### config.mk
export PLATFORM = sky130hd
export DESIGN_NAME = sprite_line_fetcher
export DESIGN_NICKNAME = d
export VERILOG_FILES = /design/src/rtl/sprite_line_fetcher.sv
export SDC_FILE = /design/constraint.sdc
export NUM_CORES = 1
export LEC_CHECK = 0
export BUFFER_PORTS_ARGS = -buffer_cell sky130_fd_sc_hd__buf_4
export CAP_MARGIN = 5
export CORE_MARGIN = 3
export CORE_UTILIZATION = 33
export CTS_BUF_LIST = sky130_fd_sc_hd__clkbuf_16
export DETAILED_ROUTE_END_ITERATION = 8
export PLACE_DENSITY = 0.58
export SLEW_MARGIN = 20
export SYNTH_ARGS = -nofsm -noshare
export SYNTH_HDL_FRONTEND = slang
export SYNTH_SLANG_ARGS = --single-unit
export TNS_END_PERCENT = 5
### constraint.sdc
create_clock -name clk -period 1.9 [get_ports clk]
set_input_delay 0.095 -clock clk [delete_from_list [all_inputs] [get_ports clk]]
set_output_delay 0.095 -clock clk [all_outputs]
set_load 0.1 [all_outputs]
### src/rtl/sprite_line_fetcher.sv
// rtl/sprite_line_fetcher.sv - hblank sprite row prefetch into a line buffer with pixel-synchronous playback
//
// Purpose:
//   On each line_start that hits the sprite's vertical span, reads one sprite
//   row (SPR_W palette indices) from BRAM into an internal line buffer. During
//   active video the buffer is played out against h_cnt with one cycle latency.
//
// Ports:
//   clk, rst                 pixel clock, asynchronous active-high reset
//   line_start, next_v       hblank start pulse and the line it announces
//   spr_en, spr_x, spr_y     sprite visibility and position
//   h_cnt                    current horizontal pixel counter
//   bram_rd, bram_addr       BRAM read port (registered)
//   bram_dout                BRAM data, valid one cycle after bram_rd
//   color_index, opaque      registered pixel index and index != 0
//   busy                     fetch in progress (FETCH or DRAIN)
//   overrun                  one-cycle pulse when a fetch is aborted
module sprite_line_fetcher #(
    parameter int SPR_W  = 32,
    parameter int SPR_H  = 32,
    parameter int ADDR_W = 10,
    parameter int IDX_W  = 3
) (
    input  logic              clk,
    input  logic              rst,
    input  logic              line_start,
    input  logic [9:0]        next_v,
    input  logic              spr_en,
    input  logic [9:0]        spr_x,
    input  logic [9:0]        spr_y,
    input  logic [9:0]        h_cnt,
    output logic              bram_rd,
    output logic [ADDR_W-1:0] bram_addr,
    input  logic [IDX_W-1:0]  bram_dout,
    output logic [IDX_W-1:0]  color_index,
    output logic              opaque,
    output logic              busy,
    output logic              overrun
);

    localparam int K_W   = (SPR_W > 1) ? $clog2(SPR_W) : 1;
    localparam int ROW_W = (SPR_H > 1) ? $clog2(SPR_H) : 1;

    typedef enum logic [1:0] {
        IDLE  = 2'd0,
        FETCH = 2'd1,
        DRAIN = 2'd2
    } state_t;

    state_t             state_q, state_d;
    logic [K_W-1:0]     k_q, k_d;
    logic [ROW_W-1:0]   row_q, row_d;
    logic               line_valid_q, line_valid_d;
    logic               overrun_q, overrun_d;
    logic               bram_rd_q, bram_rd_d;
    logic [ADDR_W-1:0]  bram_addr_q, bram_addr_d;
    logic               rd_dly_q, rd_dly_d;
    logic [K_W-1:0]     k_dly_q, k_dly_d;
    logic [IDX_W-1:0]   color_q, color_d;
    logic               opaque_q, opaque_d;

    logic               hit;
    logic               abort;
    logic               wr_en;
    logic               in_x;
    logic [K_W-1:0]     col;

    logic [IDX_W-1:0]   line_buf [SPR_W];

    // Vertical hit test in 11 bits so a sprite near the bottom of the
    // 10-bit coordinate space never wraps around to the top lines.
    assign hit = spr_en
              && ({1'b0, next_v} >= {1'b0, spr_y})
              && ({1'b0, next_v} <  ({1'b0, spr_y} + 11'(SPR_H)));

    assign abort = line_start && (state_q != IDLE);

    always_comb begin
        state_d      = state_q;
        k_d          = k_q;
        row_d        = row_q;
        line_valid_d = line_valid_q;
        overrun_d    = 1'b0;

        if (line_start) begin
            // A new line always invalidates the buffer; a pending fetch is
            // dropped and the new line is evaluated as if from IDLE.
            overrun_d    = (state_q != IDLE);
            line_valid_d = 1'b0;
            if (hit) begin
                state_d = FETCH;
                k_d     = '0;
                row_d   = ROW_W'(next_v - spr_y);
            end else begin
                state_d = IDLE;
            end
        end else begin
            case (state_q)
                FETCH: begin
                    k_d = k_q + 1'b1;
                    if (k_q == K_W'(SPR_W - 1)) begin
                        state_d = DRAIN;
                    end
                end
                DRAIN: begin
                    line_valid_d = 1'b1;
                    state_d      = IDLE;
                end
                default: begin
                end
            endcase
        end

        // Read port is registered from the next state so bram_rd is high
        // exactly during FETCH cycles and bram_addr tracks k in that cycle.
        bram_rd_d   = (state_d == FETCH);
        bram_addr_d = bram_rd_d ? (ADDR_W'(row_d * SPR_W) + ADDR_W'(k_d)) : bram_addr_q;

        // Data returns one cycle after the read; an abort kills both the write
        // landing this cycle and the one still in the BRAM pipeline.
        rd_dly_d = bram_rd_q && !abort;
        k_dly_d  = k_q;
    end

    assign wr_en = rd_dly_q && !abort;

    // Horizontal window in 11 bits: a sprite hanging off the right edge is
    // clipped, never wrapped onto the start of the next line.
    assign in_x = ({1'b0, h_cnt} >= {1'b0, spr_x})
               && ({1'b0, h_cnt} <  ({1'b0, spr_x} + 11'(SPR_W)));
    assign col  = K_W'(h_cnt - spr_x);

    always_comb begin
        color_d  = '0;
        if (line_valid_q && in_x) begin
            color_d = line_buf[col];
        end
        opaque_d = |color_d;
    end

    always_ff @(posedge clk or posedge rst) begin
        if (rst) begin
            state_q      <= IDLE;
            k_q          <= '0;
            row_q        <= '0;
            line_valid_q <= 1'b0;
            overrun_q    <= 1'b0;
            bram_rd_q    <= 1'b0;
            bram_addr_q  <= '0;
            rd_dly_q     <= 1'b0;
            k_dly_q      <= '0;
            color_q      <= '0;
            opaque_q     <= 1'b0;
        end else begin
            state_q      <= state_d;
            k_q          <= k_d;
            row_q        <= row_d;
            line_valid_q <= line_valid_d;
            overrun_q    <= overrun_d;
            bram_rd_q    <= bram_rd_d;
            bram_addr_q  <= bram_addr_d;
            rd_dly_q     <= rd_dly_d;
            k_dly_q      <= k_dly_d;
            color_q      <= color_d;
            opaque_q     <= opaque_d;
        end
    end

    // Buffer contents are don't-care after reset; line_valid gates playback.
    always_ff @(posedge clk) begin
        if (wr_en) begin
            line_buf[k_dly_q] <= bram_dout;
        end
    end

    assign bram_rd     = bram_rd_q;
    assign bram_addr   = bram_addr_q;
    assign color_index = color_q;
    assign opaque      = opaque_q;
    assign busy        = (state_q != IDLE);
    assign overrun     = overrun_q;

endmodule

==> results_dict.tcl, run 1 <==
set metrics [dict create \
    ys_types 56 \
    final_area_um2 8660 \
    switching_power_uw 2740 \
    cts_tree "yes" \
    setup-tns-final_ns 0 \
    track_usage 0.140 \
    fillers 1720 \
    switching_share 0.310 \
    hold_viol 0 \
    path_cells "buf_6 > inv_4 > ha_4 > fa_1 > buf_12 > buf_8 > buf_6 > mux4_2 > mux2i_1 > mux2i_1 > mux2i_1 > a31oi_1" \
    reg2reg_depth 8 \
    crit_top_cell "mux2i_1" \
    regArea_um2 3760 \
    clk-insertion-delay-late_ns 0.41 \
    status "finished clean" \
    synthesis.nets 544 \
    clkTransAtPathRegs_ns 0.06 \
    grt_pass1_vias 4561 \
    vias 4125 \
    ys.flop_type "edfxtp_1" \
    cpLargestDelayFamily "multiplexers" \
    critPathKind "in -> reg" \
    area_delta_synth_final_pct 35.5 \
    synth_area_per_cell_um2 14.0 \
    drt_iter0_markers 177 \
    cpPeakStageDelay_ns 0.53 \
    timing.fmax_mhz 532 \
    num_antenna_cells 0 \
    cp.required_ns 2.18 \
    synthArstFlopShare 0.267 \
    synth_edf_count 96 \
    arrival_ns 2.16 \
    irDropWorstVdd_mv 0.604 \
    routed_via_density 4.68 \
    nets 694 \
    grt_pass1_wl_um 23200 \
    dp_cells 839 \
    p_leak_uw 0.00351 \
    max_cap_viol_count 0 \
    rows 50 \
    rsz0062_at_grt "yes" \
    setup_viol_count_final 0 \
    critPathMaxFanout 7 \
    hp-class "in -> reg" \
    crit_cells 12 \
    ys_ff_latch 131 \
    worstSetupEndpointType "flop" \
    p_int_uw 6110 \
    slowest_stage "fa_1" \
    drc 0 \
    holdWs_ns 0.0922 \
    path_buf_inv 5 \
    power_density_nw_per_um2 1020 \
    syn_inst 458 \
    yosysSeqAreaShare 0.588 \
    grt_max_degree 36 \
    core_area_um2 18900 \
    synth_area_um2 6390 \
    worst_setup_path_start_kind "primary input" \
    worst_slew_pin_slew_ns 0.476 \
    ys_warn_count 0 \
    multi_input_area_um2 2620 \
    clock_sinks 131 \
    fin_skew_ns 0.0105 \
    htreeDepth 4 \
    instances_no_fill 881 \
    die_area_um2 21100 \
    seq_power_share 0.382 \
    dpl-instance-area_um2 7830 \
    relSlewSlack 0.681 \
    power_frac_comb 0.269 \
    power_uw 8860 \
    antenna_left 0 \
    min_path_cells 3 \
    drt-total-wl_um 13900 \
    cts_buffer_depth 2 \
    die_w_um 145 \
    cts_buffers 17 \
    fin_crit_ns 1.88 \
    power.share.clock 0.349 \
    start_util 0.338 \
    fp.dieH_um 145 \
    drv_slew 0 \
    cts_root_buf "clkbuf_16" \
    place_congestion 0.836 \
    fin_crit_sh 0.990 \
    drive_gt1_frac 0.412 \
    grt_overflow_total 0 \
    numPortBuffers 63 \
    drt_first_pass_iters 4 \
    pin_count 64 \
    antenna_found_initial 0 \
    wl_per_cell_um 15.8 \
    dp_hpwl_um 10300 \
]
[layout by cell type (no fill, tap or decap), drive strengths merged, types with 11 or more instances in the layout]
cell / count
nor2: 56
edfxtp: 96
o21ai: 13
ha: 37
nand2: 17
a21oi: 11
mux4: 24
inv: 44
clkbuf: 17
buf: 140
mux2i: 23
dfrtp: 35
[worst min-delay path, cell delays in order]
cell	delay [ns]
buf_4	0.09
fa_1	0.20
a221oi_2	0.07
[sequential cells by signal (all words and copies together), names as in the netlist]
name and flops:
k_dly_q 5, overrun 1, line_valid_q 1, opaque 1, color_index 3, state_q 2, bram_rd 1, line_buf 96
bram_addr 10, k_dly_d 5, row_q 5, rd_dly_q 1
[metal layers]
metal  part of all wire  global-route usage
met1               0.43               0.168
met2               0.52               0.244
met3              0.042              0.0369
met4              0.014              0.0446
met5                  0                   0
[final timing paths]
path	slack [ns]	start	to
max	0.02	h_cnt[0]	opaque$_DFF_PP0_
min	0.09	spr_y[1]	bram_addr[6]$_DFFE_PP0P_
max reg2reg	0.08	k_dly_d[1]$_DFF_PP0_	bram_addr[0]$_DFFE_PP0P_
min reg2reg	0.43	k_dly_d[3]$_DFF_PP0_	k_dly_q[3]$_DFF_PP0_
max in group asynchronous	1.22	rst	color_index[1]$_DFF_PP0_
min in group asynchronous	0.35	rst	bram_addr[9]$_DFFE_PP0P_
[through the flow]
stage               setup WS, ns  utilization
finish                    0.0192        0.458
detailed placement        -0.547        0.414
global placement          -0.430        0.414
floorplan                 -0.329            -
CTS                    -0.000556        0.453
global route             -0.0859        0.458
[cell usage after synthesis (4+ instances only)]
master	count	area (µm²)
a211oi_1	4	30.0
xnor2_1	8	70.1
a21oi_1	10	50.1
mux2i_1	23	230
nand2b_1	4	25.0
edfxtp_1	96	2880
o21ai_0	6	30.0
nor2b_1	6	37.5
and2_1	4	25.0
a211oi_2	4	50.1
ha_1	37	463
mux4_2	24	541
a21o_1	5	37.5
dfrtp_1	35	876
nor2_1	56	210
inv_1	43	161
a221oi_1	4	35.0
nand3b_1	4	30.0
nand2_1	16	60.1
o21ai_1	6	30.0
nand3_1	7	35.0
[kinds of logic (layout without fill, tap and decap cells)]
logic type,Yosys count,after routing,synth area share
flip-flops,131,131,0.588
AND/OR/NAND/NOR,114,114,0.0851
AO/OA/AOI/OAI,58,58,0.0677
buffers and inverters,55,218,0.0370
multiplexers,48,48,0.122
adder cells (fa/ha/maj),39,39,0.0787
XOR/XNOR,13,13,0.0213
[power groups by stage]
stage / Clock (µW) / Combinational [µW] / Sequential, µW
global placement: 0 / 2220 / 3430
global route: 3290 / 2560 / 3410
floorplan: 0 / 882 / 4080
CTS: 3160 / 2360 / 3390
detailed placement: 0 / 2260 / 3440
finish: 3090 / 2380 / 3380
[final cells by class]
class / instances / share of cell area
clock inverters: 15 / 0.0166
repair buffers: 142 / 0.140
clock buffers: 17 / 0.0491
flip-flops and latches: 131 / 0.434
well taps: 260 / 0.0376
inverters: 44 / 0.0198
multi-input cells: 272 / 0.303
[what timing repair did]
item	in CTS	in global routing
hold buffers	2	0
setup endpoints to repair	12	77
resized for setup	23	22
pin swaps	5	10
endpoints found under the hold margin	39	0
setup buffers	5	3
No activity file was read; power rests on OpenSTA's default activity.
==> inputs of run 2 (changes only) <==
--- a/config.mk
+++ b/config.mk
@@ -5,12 +5,14 @@
 export SDC_FILE = /design/constraint.sdc
 export NUM_CORES = 1
 export LEC_CHECK = 0
+export ABC_AREA = 0
 export BUFFER_PORTS_ARGS = -buffer_cell sky130_fd_sc_hd__buf_4
 export CAP_MARGIN = 5
 export CORE_MARGIN = 3
 export CORE_UTILIZATION = 33
 export CTS_BUF_LIST = sky130_fd_sc_hd__clkbuf_16
 export DETAILED_ROUTE_END_ITERATION = 8
+export MAX_ROUTING_LAYER = met4
 export PLACE_DENSITY = 0.58
 export SLEW_MARGIN = 20
 export SYNTH_ARGS = -nofsm -noshare
==> run 2 against run 1 <==
Sequential cell count is the same. Sequential power hardly changed. Critical path type unchanged. Global-route usage rose by 0.40 points. Maximum frequency about the same. Clock power about the same. Register-to-register slack is essentially flat. Highest routed layer unchanged. Critical path depth is the same. Setup slack improved by 0.0015 ns. Power is essentially flat. Critical endpoint unchanged.
==> results_dict.tcl, run 2 (synthesis gave the netlist of run 1 again) <==
set metrics [dict create \
    worst_slew_pin_slew_ns 0.480 \
    relSlewSlack 0.679 \
    min_from "spr_y[1]" \
    die_area_um2 21100 \
    hold_viol 0 \
    die_w_um 145 \
    p_leak_uw 0.00351 \
    critPathMaxFanout 7 \
    grt_pass1_wl_um 23200 \
    track_usage 0.144 \
    regArea_um2 3760 \
    critPathKind "in -> reg" \
    drv_slew 0 \
    clkTransAtPathRegs_ns 0.06 \
    grt_overflow_total 0 \
    cts_root_buf "clkbuf_16" \
    final_cell_mix "124 x buf_4, 96 x edfxtp_1, 40 x inv_1" \
    vias 4135 \
    fin_skew_ns 0.0113 \
    r2r-start "state_q[0]$_DFF_PP0_" \
    regMostFlops "line_buf" \
    power_density_nw_per_um2 1020 \
    worstSetupEndpointType "flop" \
    routed_via_density 4.69 \
    utilization 0.458 \
    hp-class "in -> reg" \
    reg2reg_slack_ns 0.08 \
    layout_commonest_cell "buf_4" \
    rsz0062_at_grt "yes" \
    max_cap_viol_count 0 \
    fillers 1720 \
    cts_buffer_depth 2 \
    cts_tree "yes" \
    area_delta_synth_final_pct 35.5 \
    pin_count 64 \
    reg2reg_depth 8 \
    cts_buffers 17 \
    rows 50 \
    setup_viol_count_final 0 \
    timing.fmax_mhz 532 \
    drc 0 \
    dp_slack_ns -0.547 \
    worst_setup_path_start_kind "primary input" \
    antenna_found_initial 0 \
    wl_per_cell_um 15.8 \
    drt-total-wl_um 13900 \
    clock_sinks 131 \
    numPortBuffers 63 \
    worst_slack_ns 0.0207 \
    dp_hpwl_um 10300 \
    clk-insertion-delay-late_ns 0.41 \
    setup-tns-final_ns 0 \
    irDropWorstVdd_mv 0.606 \
    fin_crit_ns 1.88 \
    multi_input_area_um2 2620 \
    start_util 0.338 \
    drt_iter0_markers 183 \
    place_congestion 0.849 \
    antenna_left 0 \
    drt_first_pass_iters 4 \
    grt_max_degree 36 \
    whs_endpoint "bram_addr[6]$_DFFE_PP0P_" \
    htreeDepth 4 \
    cp.required_ns 2.18 \
    fin_crit_sh 0.989 \
    nets 694 \
    status "finished clean" \
    reg2reg_to "line_buf[16][1]$_DFFE_PP_" \
    grt_pass1_vias 4583 \
    fp.dieH_um 145 \
    drive_gt1_frac 0.412 \
    num_antenna_cells 0 \
    min_path_cells 3 \
    arrival_ns 2.16 \
    largest_reg_flops 96 \
    core_area_um2 18900 \
]
==> run 2: cell counts in the layout (fill, tap and decap cells not counted) <==
No cell type changed its count.
==> run 2: stage by stage <==
step	total power, µW	instances	cell area, µm²	hold slack, ns
2_1_floorplan	4970	458	6480	0.194
3_3_place_gp	5650	839	7830	0.231
3_5_place_dp	5700	839	7830	0.252
4_1_cts	8910	878	8560	0.0778
5_1_grt	9260	881	8660	0.109
6_report	8860	881	8660	0.0912
==> run 2: worst max-delay path by stage <==
stage | startpoint | end | slack (ns) | depth (start not counted)
2_1_floorplan | state_q[1]$_DFF_PP0_ | line_buf[28][0]$_DFFE_PP_ | -0.33 | 8
3_3_place_gp | spr_x[0] | opaque$_DFF_PP0_ | -0.43 | 10
6_report | h_cnt[0] | opaque$_DFF_PP0_ | 0.02 | 12
4_1_cts | k_dly_d[0]$_DFF_PP0_ | bram_addr[0]$_DFFE_PP0P_ | -0.0006 | 8
3_5_place_dp | spr_x[0] | opaque$_DFF_PP0_ | -0.55 | 10
5_1_grt | h_cnt[0] | opaque$_DFF_PP0_ | -0.09 | 12
==> run 2: worst max-delay path, cell delays in order <==
cell and delay, ns:
buf_6 0.07, inv_4 0.03, ha_4 0.15, fa_1 0.53, buf_12 0.15, buf_8 0.13
buf_6 0.10, mux4_2 0.31, mux2i_1 0.15, mux2i_1 0.09, mux2i_1 0.22, a31oi_1 0.13
==> run 2: layout make-up <==
cell class / instances / area share
Sequential cell: 131 / 0.434
Multi-Input combinational cell: 272 / 0.303
Timing Repair Buffer: 142 / 0.140
Clock buffer: 17 / 0.0491
Tap cell: 260 / 0.0376
Inverter: 44 / 0.0198
Clock inverter: 15 / 0.0166
==> run 2: metal layers <==
layer,GRT usage,wire [µm],vias up
met3,0.0362,633,17
li1,-,-,2000
met2,0.245,7190,89
met5,-,0,-
met1,0.168,5890,2029
met4,0.0446,191,0
==> run 2: report_power, final <==
| part | internal [µW] | leakage [µW] | switching (µW) |
|---|---|---|---|
| logic | 931 | 0.00192 | 1450 |
| clock network | 1910 | 0.000275 | 1180 |
| registers | 3270 | 0.00131 | 114 |
| total | 6110 | 0.00351 | 2740 |
==> run 2: timing repair <==
action                                  in CTS  in global routing
buffers inserted                             5                  3
gates resized for setup                     23                 22
hold buffers                                 2                  0
endpoints found under the setup margin      12                 77
pin swaps                                    5                 10
hold endpoints to repair                    39                  0
